--- src/rtl/imm_encoder_pkg.sv ---
// Shared encodings for the immediate encoder and decoder: format codes, base
// opcodes, output-stage states and the immediate range check.
package imm_encoder_pkg;

    typedef enum logic [1:0] {
        FMT_I_ALU  = 2'd0,
        FMT_I_LOAD = 2'd1,
        FMT_S      = 2'd2,
        FMT_B      = 2'd3
    } fmt_e;

    localparam logic [6:0] OPC_I_ALU  = 7'b0010011;
    localparam logic [6:0] OPC_I_LOAD = 7'b0000011;
    localparam logic [6:0] OPC_S      = 7'b0100011;
    localparam logic [6:0] OPC_B      = 7'b1100011;

    typedef enum logic {
        ST_EMPTY = 1'b0,
        ST_FULL  = 1'b1
    } ostate_e;

    // I/S take a 12-bit signed field; B takes a 13-bit signed, even offset.
    function automatic logic imm_in_range(input logic [31:0] imm, input logic is_b);
        logic ok;
        if (is_b) begin
            ok = ((&imm[31:12]) || (~|imm[31:12])) && (imm[0] == 1'b0);
        end else begin
            ok = (&imm[31:11]) || (~|imm[31:11]);
        end
        return ok;
    endfunction

endpackage

--- src/rtl/imm_encoder_pack.sv ---
// Combinational field packer: builds the instruction word for the requested
// format and flags immediates that do not fit it.
module imm_pack
    import imm_encoder_pkg::*;
(
    input  logic [1:0]  fmt,
    input  logic [2:0]  funct3,
    input  logic [4:0]  rd,
    input  logic [4:0]  rs1,
    input  logic [4:0]  rs2,
    input  logic [31:0] imm,
    output logic [31:0] instr,
    output logic        ok
);

    fmt_e fmt_s;
    assign fmt_s = fmt_e'(fmt);

    // Field packing and range check per format.
    always_comb begin
        instr = 32'h0000_0000;
        ok    = 1'b0;
        case (fmt_s)
            FMT_I_ALU: begin
                instr = {imm[11:0], rs1, funct3, rd, OPC_I_ALU};
                ok    = imm_in_range(imm, 1'b0);
            end
            FMT_I_LOAD: begin
                instr = {imm[11:0], rs1, funct3, rd, OPC_I_LOAD};
                ok    = imm_in_range(imm, 1'b0);
            end
            FMT_S: begin
                instr = {imm[11:5], rs2, rs1, funct3, imm[4:0], OPC_S};
                ok    = imm_in_range(imm, 1'b0);
            end
            FMT_B: begin
                instr = {imm[12], imm[10:5], rs2, rs1, funct3, imm[4:1], imm[11], OPC_B};
                ok    = imm_in_range(imm, 1'b1);
            end
            default: begin
                instr = 32'h0000_0000;
                ok    = 1'b0;
            end
        endcase
    end

endmodule

--- src/rtl/imm_encoder.sv ---
// Immediate encoder: one-deep output register with valid/ready handshakes,
// an emit address counter and a saturating reject counter.
module imm_encoder
    import imm_encoder_pkg::*;
#(
    parameter logic [31:0] BASE_ADDR = 32'h0000_0000
) (
    input  logic        clk,
    input  logic        reset,
    input  logic        flush,
    input  logic        in_valid,
    output logic        in_ready,
    input  logic [1:0]  in_fmt,
    input  logic [2:0]  in_funct3,
    input  logic [4:0]  in_rd,
    input  logic [4:0]  in_rs1,
    input  logic [4:0]  in_rs2,
    input  logic [31:0] in_imm,
    output logic        out_valid,
    input  logic        out_ready,
    output logic [31:0] out_instr,
    output logic [31:0] out_addr,
    output logic        err_pulse,
    output logic [7:0]  err_cnt
);

    ostate_e     state_r;
    ostate_e     state_nxt_s;
    logic [31:0] addr_r;
    logic [31:0] instr_s;
    logic        ok_s;
    logic        accept_s;
    logic        emit_s;
    logic        reject_s;
    logic        xfer_s;

    imm_pack u_pack (
        .fmt    (in_fmt),
        .funct3 (in_funct3),
        .rd     (in_rd),
        .rs1    (in_rs1),
        .rs2    (in_rs2),
        .imm    (in_imm),
        .instr  (instr_s),
        .ok     (ok_s)
    );

    assign out_valid = (state_r == ST_FULL);
    assign in_ready  = (!out_valid || out_ready) && !flush;
    assign accept_s  = in_valid && in_ready;
    assign emit_s    = accept_s && ok_s;
    assign reject_s  = accept_s && !ok_s;
    assign xfer_s    = out_valid && out_ready;

    // Output-stage next state; a rejected command never loads the register.
    always_comb begin
        state_nxt_s = state_r;
        case (state_r)
            ST_EMPTY: begin
                if (emit_s) begin
                    state_nxt_s = ST_FULL;
                end else begin
                    state_nxt_s = ST_EMPTY;
                end
            end
            ST_FULL: begin
                if (emit_s) begin
                    state_nxt_s = ST_FULL;
                end else if (xfer_s) begin
                    state_nxt_s = ST_EMPTY;
                end else begin
                    state_nxt_s = ST_FULL;
                end
            end
            default: begin
                state_nxt_s = ST_EMPTY;
            end
        endcase
    end

    // State, output word, address counter and error bookkeeping.
    always_ff @(posedge clk) begin
        if (reset) begin
            state_r   <= ST_EMPTY;
            out_instr <= 32'h0000_0000;
            out_addr  <= BASE_ADDR;
            addr_r    <= BASE_ADDR;
            err_pulse <= 1'b0;
            err_cnt   <= 8'd0;
        end else if (flush) begin
            state_r   <= ST_EMPTY;
            addr_r    <= BASE_ADDR;
            err_pulse <= 1'b0;
        end else begin
            state_r   <= state_nxt_s;
            err_pulse <= reject_s;
            if (emit_s) begin
                out_instr <= instr_s;
                out_addr  <= addr_r;
                addr_r    <= addr_r + 32'd4;
            end
            if (reject_s && (err_cnt != 8'd255)) begin
                err_cnt <= err_cnt + 8'd1;
            end
        end
    end

endmodule

--- config.mk ---
export PLATFORM = sky130hd
export DESIGN_NAME = imm_encoder
export DESIGN_NICKNAME = d
export VERILOG_FILES = /design/src/rtl/imm_encoder_pkg.sv /design/src/rtl/imm_encoder_pack.sv /design/src/rtl/imm_encoder.sv
export SDC_FILE = /design/constraint.sdc
export NUM_CORES = 1
export LEC_CHECK = 0
export CORE_MARGIN = 3
export CORE_UTILIZATION = 35
export CTS_CLUSTER_DIAMETER = 30
export DETAILED_ROUTE_END_ITERATION = 6
export GPL_ROUTABILITY_DRIVEN = 1
export PLACE_DENSITY = 0.74
export REMOVE_ABC_BUFFERS = 1
export SYNTH_ARGS = -nofsm -noshare
export SYNTH_HDL_FRONTEND = slang
export SYNTH_SLANG_ARGS = --single-unit
--- constraint.sdc ---
create_clock -name clk -period 2.7 [get_ports clk]
set_input_delay 0.405 -clock clk [delete_from_list [all_inputs] [get_ports clk]]
set_output_delay 0.405 -clock clk [all_outputs]
set_load 0.05 [all_outputs]
==> run metrics, run 1 <==
Post-Synthesis Cells=539; clock root buffer=clkbuf_16; drt first-iter violations=187; Final Hold Viols=0; Hold-fix buffers, CTS=0; Max FO, Critical Path=29; nature of the critical path endpoint=flip-flop; post-route ant nets=0; Sink Count=99; PostCTS Resize Cnt=0; ys async rst share=0; DRT Wirelength=11.7 mm; slew margin rel.=0.604; final net count=718; CP required=2910 ps; GRT Util Overall=0.166; critical path type=in -> reg; via count=4280; number of global-route vias before repair=4142; Initial Utilization=0.360; H-tree depth=3; Hold Path Class=reg -> reg; Via density=5.15; Max Clock Skew=6.87 ps; Worst EP arrival=2520 ps; Clock Latency Late Sink=350 ps; initial antenna violation count=0; maximum capacitance violations=0; WL per Instance=14.1 um; Max VDD drop=0.000289 V; post-CTS setup buffers=0; #FFs+latches synth=99; WHS=451 ps; LEAKAGE=0.00206 uW; Final WS setup=389 ps; DPL Wire Length=8.74 mm; RSZ-0062 raised after global routing=no; Final Setup Violations=0; pwr dens=495 nW/um^2; area grow syn2layout=40.9%; R2R Path Start=addr_r[6]$_SDFFE_PP0P_; Core Rows=40; drt drc=0; f_max=433 MHz; Place WS=46.6 ps; Least-Margin Pin Slew=594 ps; Post-Syn Area=4360 um^2; dpl cells=816; top cells by count, synth=nand2_1 (120), dfxtp_1 (99), a21oi_1 (59); RD Place Congestion=0.827; Tmin final=2310 ps; # port buffers=127; Core Area=12100 um^2; ranking of synthesized cells by area=dfxtp_1 (45%), nand2_1 (10%), a21oi_1 (6.8%), nand4_1 (3.7%), mux2i_1 (3.7%); Die ar.=13800 um^2; fin. max-slew vios=0; layout cells sized above 1=0.0724; Reg clk slew, reported paths=60 ps; global-route wire length before repair=19.4 mm; pin count of the biggest net entering global routing=60; R2R cell count=6; Hold Crit Depth=2; Die W=118 um; Yosys warning count=0; reg2reg setup slack=440 ps; WHS Endpoint=out_addr[11]$_SDFFE_PP0P_; CTS max path bufs=2; R2R Path End=addr_r[31]$_SDFFE_PP0P_; CP Launch Type=input pin; Synth cell types=51; CTS tree=done; Overflow after GRT=0; top-count cell post-synth=nand2_1; Avg Cell Area, Syn=8.08 um^2; First-pass DRT Iterations=4; Synth top area share=0.455; cell taking the most area after synthesis=dfxtp_1; I/O pins=132; TritonCTS buffer count=9; number of diodes=0; fin crit share=0.856; number of flops mapped to enable cells by yosys=0; Die Height=118 um; Synth Flop Type=dfxtp_1; worst hold start=out_addr[11]$_SDFFE_PP0P_; Non-Filler Instances=831; register area share after synthesis=0.455; status=completed
## worst max path at each step
stage | slack (ps) | depth (start not counted) | end | startpoint
2_1_floorplan | -1640 | 6 | addr_r[12]$_SDFFE_PP0P_ | out_valid$_SDFF_PP0_
3_3_place_gp | 130 | 8 | addr_r[23]$_SDFFE_PP0P_ | in_imm[27]
3_5_place_dp | 50 | 7 | addr_r[31]$_SDFFE_PP0P_ | in_imm[30]
4_1_cts | 410 | 7 | addr_r[31]$_SDFFE_PP0P_ | in_imm[30]
5_1_grt | 290 | 8 | addr_r[23]$_SDFFE_PP0P_ | in_imm[19]
6_report | 390 | 7 | addr_r[31]$_SDFFE_PP0P_ | in_imm[30]
## kinds of logic (layout without fill, tap and decap cells)
family	Yosys count	in the layout	synth area share
mux	17	17	0.0393
simple gates	259	259	0.283
xor+xnor	10	10	0.0201
compound gates	104	104	0.148
fa+ha+maj	2	2	0.00574
other cells	1	4	0.000861
buf+inv	47	168	0.0480
flops	99	99	0.455
## power breakdown
group          internal, uW  switching (uW)  total [uW]
clock                   832             537        1370
sequential             1460            2.06        1460
combinational           104             102         206
total                  2400             642        3040
## sequential cells by signal (all words and copies together) (netlist names)
register   count
addr_r        30
err_cnt        8
err_pulse      1
out_addr      30
out_instr     29
out_valid      1
## per-stage QoR
step / area, um^2 / util / power, uW / TNS [ps]
after floorplan: 4190 / - / 1560 / -90710
after global placement: 5820 / 0.481 / 1700 / 0
after detailed placement: 5820 / 0.481 / 1700 / 0
after CTS: 6140 / 0.507 / 3070 / 0
after global routing: 6140 / 0.507 / 3140 / 0
final: 6140 / 0.507 / 3040 / 0
## critical path: stages
cell and delay (ps):
clkdlybuf4s50_1 480, nand4_1 140, o31ai_2 340, nand4_1 170, or2_4 380, o311ai_0 440, o41ai_1 150
## cell type report
| class | instances | area (um^2) |
|---|---|---|
| inverters | 7 | 26.3 |
| multi-input cells | 396 | 2180 |
| flip-flops and latches | 99 | 1980 |
| repair buffers | 146 | 1420 |
| well taps | 168 | 210 |
| fillers | 1171 | 5970 |
| clock buffers | 11 | 243 |
| clock inverters | 4 | 75.1 |
## cell usage in the layout, fill, tap and decap left out, drive strengths merged, types with 13 or more instances in the layout
master,instances
nor2,40
nand2,120
buf,21
mux2i,16
nor4,13
clkdlybuf4s50,125
a21oi,59
dfxtp,99
nand4,26
## metal layers
layer | vias to the layer above | part of all wire | global-route usage
met3 | 13 | 0.081 | 0.0533
met5 | - | 0 | 0
li1 | 2137 | - | -
met4 | 0 | 0.0089 | 0.0381
met1 | 1991 | 0.41 | 0.199
met2 | 139 | 0.50 | 0.291
(Power assumes the default switching activity.)
==> inputs of run 2 (changes only) <==
Settings changed: CELL_PAD_IN_SITES_DETAIL_PLACEMENT from default to 0, CELL_PAD_IN_SITES_GLOBAL_PLACEMENT from default to 1, CORE_ASPECT_RATIO from default to 1.25, CORE_UTILIZATION 35 to 34, PLACE_DENSITY 0.74 to 0.91.
==> run metrics, run 2 (synthesized netlist as in run 1, its figures left out) <==
maximum capacitance violations=0; area grow syn2layout=41.4%; Via density=5.13; CP required=2900 ps; Hold Path Class=in -> reg; RSZ-0062 raised after global routing=no; DPL Wire Length=8.68 mm; Place WS=-298 ps; layout cells sized above 1=0.0810; CP cell instances=clkdlybuf4s50_1 -> buf_4 -> a21boi_1 -> o21ai_1 -> nand4_1 -> or2_4 -> o311ai_0 -> o41ai_1; Final Setup Violations=0; Hold-fix buffers, CTS=0; CTS tree=done; DRT Wirelength=11.9 mm; Initial Utilization=0.353; CP delay by family, top=compound AO/OA/AOI/OAI gates; nature of the critical path endpoint=flip-flop; # fillers=1176; drt first-iter violations=185; fin. max-slew vios=0; global-route wire length before repair=19.1 mm; Die ar.=14200 um^2; RD Place Congestion=0.869; Core Area=12300 um^2; commonest non-fill, non-tap cell in the layout=clkdlybuf4s50_1; TritonCTS buffer count=9; Die W=107 um; LEAKAGE=0.00209 uW; slew margin rel.=0.625; final net count=723; Sw Ratio=0.208; worst path bufs/invs=2; Final Hold Viols=0; clock root buffer=clkbuf_16; internal cell power=2350 uW; Comb power frac=0.071; Clock Power Share=0.436; most frequent cells in the layout=clkdlybuf4s50_1 (125), nand2_1 (120), dfxtp_1 (99), a21oi_1 (59), nor2_1 (40); # port buffers=127; number of diodes=0; WL per Instance=14.3 um; Max FO, Critical Path=27; Tmin final=2390 ps; number of global-route vias before repair=3990; Max Clock Skew=4.70 ps; fin crit share=0.886; pin count of the biggest net entering global routing=57; f_max=418 MHz; post-route ant nets=0; status=completed; reported net switching power=619 uW; pwr dens=482 nW/um^2; critical path type=in -> reg; I/O pins=132; Sequential Power Share=0.493; First-pass DRT Iterations=4; Largest regs=addr_r: 30 flops, out_addr: 30 flops, out_instr: 29 flops; CTS max path bufs=2; GRT Util Overall=0.164; H-tree depth=3; Clock Latency Late Sink=340 ps; initial antenna violation count=0; Core Rows=45; via count=4264; Worst path max stage delay=490 ps; Final WS setup=309 ps; Worst EP arrival=2590 ps; final cell utilization of the core=0.500; drt drc=0; Die Height=133 um; Max VDD drop=0.000294 V; Reg clk slew, reported paths=60 ps; Overflow after GRT=0; CP Launch Type=input pin; slowest CP cell=clkdlybuf4s50_1; post-layout total power=2970 uW; Least-Margin Pin Slew=563 ps; Sink Count=99
-- run 2: cell count changes in the layout (fill, tap and decap cells not counted) --
cell	previous run	this run
clkinv_2	0	1
a2bb2oi_2	0	1
a2bb2oi_1	1	0
clkbuf_8	1	3
clkinvlp_4	2	0
clkbuf_1	1	0
bufinv_16	2	1
buf_4	19	24
-- run 2: timing repair --
action / in CTS / in global routing
buffers inserted: 0 / 0
setup endpoints to repair: 0 / 26
gates resized for setup: 0 / 1
-- run 2: cell type report --
class	count	area, um^2	area share
multi-input combinational	396	2190	0.355
sequential	99	1980	0.322
timing repair buffer	151	1460	0.236
clock buffer	12	267	0.0433
tap	164	205	0.0333
clock inverter	2	35.0	0.00569
inverter	7	26.3	0.00426
-- run 2: worst paths after layout --
kind / from / to / slack [ps] / depth (start not counted)
worst min register to register: out_instr[15]$_SDFFE_PP0P_ / out_instr[15]$_SDFFE_PP0P_ / 450 / 2
worst max register to register: addr_r[6]$_SDFFE_PP0P_ / addr_r[30]$_SDFFE_PP0P_ / 460 / 6
worst max-delay path: in_fmt[1] / addr_r[30]$_SDFFE_PP0P_ / 310 / 8
worst min-delay path: reset / out_addr[27]$_SDFFE_PP0P_ / 310 / 2
-- run 2: power groups by stage --
stage / Clock (uW) / Combinational [uW] / Sequential (uW)
floorplan: 0 / 57.5 / 1500
global placement: 0 / 207 / 1500
detailed placement: 0 / 212 / 1500
CTS: 1330 / 212 / 1460
global route: 1380 / 227 / 1460
finish: 1290 / 211 / 1460
-- run 2: metrics by stage --
stage | cells | hold slack [ps] | TNS (ps) | instance area, um^2
finish | 831 | 307 | 0 | 6160
global placement | 817 | 437 | -6170 | 5850
CTS | 831 | 294 | 0 | 6150
detailed placement | 817 | 442 | -9560 | 5850
floorplan | 502 | 436 | -90710 | 4190
global route | 831 | 310 | 0 | 6160
-- run 2: routing by layer --
layer	up-vias	wire length [um]	track usage
li1	2156	-	-
met1	1986	5050	0.197
met2	109	5940	0.279
met3	13	717	0.0420
met4	0	188	0.0611
met5	-	0	0
-- run 2: worst reg2reg max path, stage by stage, from the launching register on --
cell,delay (ps)
dfxtp_1,420
nand4_1,220
nor2_1,350
and4_1,390
nand3_1,190
o311ai_0,370
o41ai_1,160
